**src/rtl/branch_next_pc_unit_if.sv**
```systemverilog
// Execute-to-fetch bundle for the branch/next-PC unit: operands, targets and type code in,
// branch decision, next PC and current PC out.
interface branch_next_pc_unit_if #(
  parameter int XLEN = 32
) ();
  logic            en;
  logic [3:0]      info_branch;
  logic [XLEN-1:0] reg1;
  logic [XLEN-1:0] reg2;
  logic [XLEN-1:0] branch;
  logic [XLEN-1:0] notbranch;
  logic            branch_signal;
  logic [XLEN-1:0] npc;
  logic [XLEN-1:0] pc;

  modport master (
    output en, info_branch, reg1, reg2, branch, notbranch,
    input  branch_signal, npc, pc
  );

  modport slave (
    input  en, info_branch, reg1, reg2, branch, notbranch,
    output branch_signal, npc, pc
  );
endinterface

```
**src/rtl/branch_next_pc_unit.sv**
```systemverilog
// Resolves RISC-V conditional branches and jumps, selects the next PC, and holds the
// architectural PC register.
module branch_next_pc_unit #(
  parameter int              XLEN     = 32,
  parameter logic [XLEN-1:0] RESET_PC = '0
) (
  input logic                   clk,
  input logic                   rst,
  branch_next_pc_unit_if.slave  bus
);

  typedef enum logic [3:0] {
    NOTBRANCH = 4'd0,
    BEQ       = 4'd1,
    BNE       = 4'd2,
    BLT       = 4'd3,
    BGE       = 4'd4,
    BLTU      = 4'd5,
    BGEU      = 4'd6,
    BJAL      = 4'd7,
    BJALR     = 4'd8
  } branchType_e;

  logic            branchTaken;
  logic [XLEN-1:0] nextPc;
  logic [XLEN-1:0] pc_d;
  logic [XLEN-1:0] pc_q;

  // Reserved codes fall into the default arm so they behave exactly like NOTBRANCH.
  always_comb begin
    branchTaken = 1'b0;
    case (branchType_e'(bus.info_branch))
      BEQ:     branchTaken = (bus.reg1 == bus.reg2);
      BNE:     branchTaken = (bus.reg1 != bus.reg2);
      BLT:     branchTaken = ($signed(bus.reg1) <  $signed(bus.reg2));
      BGE:     branchTaken = ($signed(bus.reg1) >= $signed(bus.reg2));
      BLTU:    branchTaken = (bus.reg1 <  bus.reg2);
      BGEU:    branchTaken = (bus.reg1 >= bus.reg2);
      BJAL:    branchTaken = 1'b1;
      BJALR:   branchTaken = 1'b1;
      default: branchTaken = 1'b0;
    endcase
  end

  // Targets pass through untouched; JALR LSB clearing is left to the target producer.
  always_comb begin
    nextPc = branchTaken ? bus.branch : bus.notbranch;
    pc_d   = bus.en ? nextPc : pc_q;
  end

  always_ff @(posedge clk or posedge rst) begin
    if (rst) begin
      pc_q <= RESET_PC;
    end else begin
      pc_q <= pc_d;
    end
  end

  assign bus.branch_signal = branchTaken;
  assign bus.npc           = nextPc;
  assign bus.pc            = pc_q;

endmodule

```
**src/flat_wrapper.sv**
```systemverilog
// flat-port wrapper written by rule: the top's interface ports become plain ports
module branch_next_pc_unit_flat 
#(
  parameter int              XLEN     = 32,
  parameter logic [XLEN-1:0] RESET_PC = '0
)
  (clk, rst, bus_en, bus_info_branch, bus_reg1, bus_reg2, bus_branch, bus_notbranch, bus_branch_signal, bus_npc, bus_pc);
  branch_next_pc_unit_if #(.XLEN(XLEN)) bus_i ();
  input logic clk;
  input logic rst;
  input wire logic [$bits(bus_i.en)-1:0] bus_en;
  input wire logic [$bits(bus_i.info_branch)-1:0] bus_info_branch;
  input wire logic [$bits(bus_i.reg1)-1:0] bus_reg1;
  input wire logic [$bits(bus_i.reg2)-1:0] bus_reg2;
  input wire logic [$bits(bus_i.branch)-1:0] bus_branch;
  input wire logic [$bits(bus_i.notbranch)-1:0] bus_notbranch;
  output wire logic [$bits(bus_i.branch_signal)-1:0] bus_branch_signal;
  output wire logic [$bits(bus_i.npc)-1:0] bus_npc;
  output wire logic [$bits(bus_i.pc)-1:0] bus_pc;
  assign bus_i.en = bus_en;
  assign bus_i.info_branch = bus_info_branch;
  assign bus_i.reg1 = bus_reg1;
  assign bus_i.reg2 = bus_reg2;
  assign bus_i.branch = bus_branch;
  assign bus_i.notbranch = bus_notbranch;
  assign bus_branch_signal = bus_i.branch_signal;
  assign bus_npc = bus_i.npc;
  assign bus_pc = bus_i.pc;
  branch_next_pc_unit #(.XLEN(XLEN), .RESET_PC(RESET_PC)) u_core (.clk(clk), .rst(rst), .bus(bus_i));
endmodule
```
**config.mk**
```make
export PLATFORM = sky130hd
export DESIGN_NAME = branch_next_pc_unit_flat
export DESIGN_NICKNAME = d
export VERILOG_FILES = /design/src/rtl/branch_next_pc_unit_if.sv /design/src/rtl/branch_next_pc_unit.sv /design/src/flat_wrapper.sv
export SDC_FILE = /design/constraint.sdc
export NUM_CORES = 1
export LEC_CHECK = 0
export ABC_AREA = 1
export CAP_MARGIN = 15
export CORE_ASPECT_RATIO = 0.6
export CORE_UTILIZATION = 34
export DETAILED_ROUTE_END_ITERATION = 10
export MAX_ROUTING_LAYER = met4
export PLACE_DENSITY = 0.78
export SLEW_MARGIN = 20
export SYNTH_ARGS = -nofsm -noshare
export SYNTH_HDL_FRONTEND = slang
export SYNTH_SLANG_ARGS = --single-unit
```
**constraint.sdc**
```tcl
create_clock -name clk -period 2.22 [get_ports clk]
set_clock_uncertainty 0.05 [all_clocks]
set_input_delay 0.333 -clock clk [delete_from_list [all_inputs] [get_ports clk]]
set_output_delay 0.333 -clock clk [all_outputs]
set_load 0.005 [all_outputs]
```
==> impl_metrics.ini <==
[run_status]
status = finished, violations left
violations = setup timing

[yosys]
yosysUniqueCellTypes = 26
synth_seq_cells = 32
synth_area_per_cell_sq_um = 6.56
synth_area_sq_um = 3200
ys_seq_area_share_pct = 25.1
synth_fp_nets = 654
postSynthCellCount = 487
yosys_warnings = 0

[grt]
grt_antenna_before_repair = 0
grt_max_degree = 33
met2_usage_pct = 48.7
grt-ovfl-total = 0
grt_usage_pct = 27.8
grt-busiest-layer = met2
grt_first_pass_wirelength_mm = 20.8
grtUsageMet3_pct = 5.23
met1_usage_pct = 32.9
grt_pass1_vias = 4218

[routing]
via_per_inst = 5.16
drtIter0Drc = 311
routed_wl_mm = 18.9
vias = 4906
route.detailed.drc = 0
wl_per_cell_um = 19.8
antenna_left = 0
drt_pass1_iterations = 5

[die]
die_width_um = 127
die_area_sq_um = 9800
io_pins = 200
die_y_um = 77.1
start_util_pct = 36.2
row_count = 26
core_area_sq_um = 8820

[setup_path]
crit_type = in2out
crit_top_cell = buf_6
reg2reg_from = u_core.bus.pc[14]
cpMaxStageDelayCell = nor3_4
timing.rr.end = u_core.bus.pc[14]
path_delay_family = simple AND/OR/NAND/NOR gates
cp.arrival_ns = 2.88
worstRegToRegCells = 2
ff2ff_setup_slack_ns = 1.42
crit_path_end_kind = output port
start_kind = input port
crit_fanout = 6
crit_chain = buf_6, inv_4, ha_4, nand4_1, nor3_4, buf_4, a21oi_2, nor2_2, nand2_1, nor2_4, nand3_4, buf_6, clkbuf_16, buf_4, nand2_2, and2_4, buf_6
required_ns = 1.84
slowest_delay_ns = 0.39
cp_num_buf_inv = 7

[sta]
relSlewSlack_pct = 61.6
fin_crit_sh_pct = 147
fin_ws_ns = -1.04
final_max_slew_viol_count = 0
max_freq_ghz = 0.307
rsz0062_at_grt = yes
period_needed_ns = 3.26
hold_viol_final = 0
final-setup-viol-count = 65
fin_hold_ws_ns = 0.427
worst_pin_slew_ns = 0.576
setup_tns_ns = -45.15

[placement]
hpwl_mm = 9.32
dp_cells = 859
place.gp.congestion = 0.878
numPortBuffers = 199
place_ws_ns = -1.83
dpl_cell_area_sq_um = 5930

[power_and_ir_drop]
vdd_drop_max_uv = 477
p_leak_nw = 4.07
powerDensity_nw_per_um2 = 451
power_mw = 3.56

[layout]
diodes = 0
area_growth_pct = 147
nets = 991
fill_cells = 390
largest_reg_flops = 32
final_cells = 951
design_area_sq_um = 7890
drive_gt1_share_pct = 57.2
final_core_util_pct = 89.5

[clock_network]
path_clk_slew_ns = 0.05
cts-htree-levels = 2
clockBufferDepth = 2
clkSinkCount = 32
cts_root_buf = clkbuf_16
clkLatencyLatePin_ns = 0.27
numCtsBuffers = 5
holdBufCountCts = 0
cts_tree = built

[worst_hold_path]
worst_hold_startpoint = u_core.bus.pc[28]
hold_end = u_core.bus.pc[28]
hold_path_class = reg2reg
hold_depth = 2

[run]
max_cap_violations = 0
[worst min-delay path: stages (launching register included)]
cell and delay, ns:
dfrtp_1 0.34, nand2_1 0.06, nand2_1 0.05
[cells in the mapped netlist]
| cell type | count | area (sq um) |
|---|---|---|
| nor2_1 | 12 | 45.0 |
| nor2_2 | 3 | 18.8 |
| nand3_4 | 1 | 17.5 |
| nand2_4 | 1 | 11.3 |
| o21a_1 | 2 | 15.0 |
| a21oi_1 | 15 | 75.1 |
| nor2_4 | 1 | 11.3 |
| a31oi_1 | 1 | 6.26 |
| nand2_2 | 25 | 156 |
| inv_1 | 111 | 417 |
| nor3_4 | 1 | 16.3 |
| buf_2 | 5 | 25.0 |
| and2_1 | 32 | 200 |
| clkbuf_1 | 3 | 11.3 |
| dfrtp_1 | 32 | 801 |
| o21ai_0 | 3 | 15.0 |
| nor4_1 | 1 | 6.26 |
| buf_4 | 1 | 7.51 |
| ha_1 | 32 | 400 |
| nand4_1 | 3 | 18.8 |
| nand3_2 | 2 | 20.0 |
| buf_6 | 7 | 78.8 |
| a21o_1 | 1 | 7.51 |
| nand2_1 | 117 | 439 |
| nor3_1 | 4 | 20.0 |
| nand3_1 | 71 | 355 |
[metal layers]
layer / vias to the layer above / wire length (um)
met5: - / 0
li1: 2166 / -
met1: 2353 / 7240
met2: 286 / 9180
met4: 0 / 1050
met3: 101 / 1390
[cells by family (layout without fill, tap and decap cells)]
group           count (synthesis)  in the layout  share of synthesized area (%)
buf+inv                       127            464                           16.9
fa+ha+maj                      32             32                           12.5
simple gates                  274            275                           41.8
compound gates                 22             22                           3.72
flops                          32             32                           25.1
[layout make-up]
cell class | instances | area [sq um] | area share (%)
repair buffers | 345 | 3260 | 41.3
multi-input cells | 329 | 3070 | 38.9
inverters | 111 | 437 | 5.54
flip-flops and latches | 32 | 801 | 10.2
well taps | 126 | 158 | 2.00
clock buffers | 5 | 125 | 1.59
clock inverters | 3 | 42.5 | 0.539
[what timing repair did]
| action | CTS | global route |
|---|---|---|
| gates cloned | 2 | 5 |
| buffers inserted | 19 | 68 |
| pin swaps | 53 | 107 |
| endpoints found under the setup margin | 65 | 65 |
| hold endpoints to repair | 0 | 0 |
| gates resized for setup | 326 | 291 |
[cells in the final DEF (no fill, tap or decap), types with 14 or more instances in the layout]
master / synthesis / layout
clkdlybuf4s50_1: 0 / 102
and2_4: 0 / 23
buf_4: 1 / 72
buf_6: 7 / 80
dfrtp_1: 32 / 32
buf_2: 5 / 26
inv_1: 111 / 78
clkbuf_2: 0 / 37
ha_4: 0 / 29
nand2_4: 1 / 14
nand2_1: 117 / 88
nand2_2: 25 / 41
nand3_2: 2 / 35
nand3_4: 1 / 30
inv_2: 0 / 28
[power by group]
part	internal [mW]	switching (mW)	total, mW
combinational	1.16	0.879	2.04
sequential	0.667	0.0556	0.723
clock	0.527	0.264	0.791
total	2.36	1.20	3.56
[worst max path at each step]
| stage | from | endpoint | slack (ns) | cells past startpoint |
|---|---|---|---|---|
| floorplan | bus_reg2[31] | bus_npc[17] | -0.12 | 14 |
| global placement | bus_reg2[29] | bus_npc[16] | -1.68 | 14 |
| detailed placement | bus_reg2[31] | bus_npc[13] | -1.83 | 14 |
| CTS | bus_reg2[22] | bus_npc[22] | -1.01 | 15 |
| global route | bus_reg2[22] | bus_npc[17] | -1.10 | 17 |
| finish | bus_reg2[22] | bus_npc[17] | -1.04 | 17 |
Power figures use the tool's default switching activity.
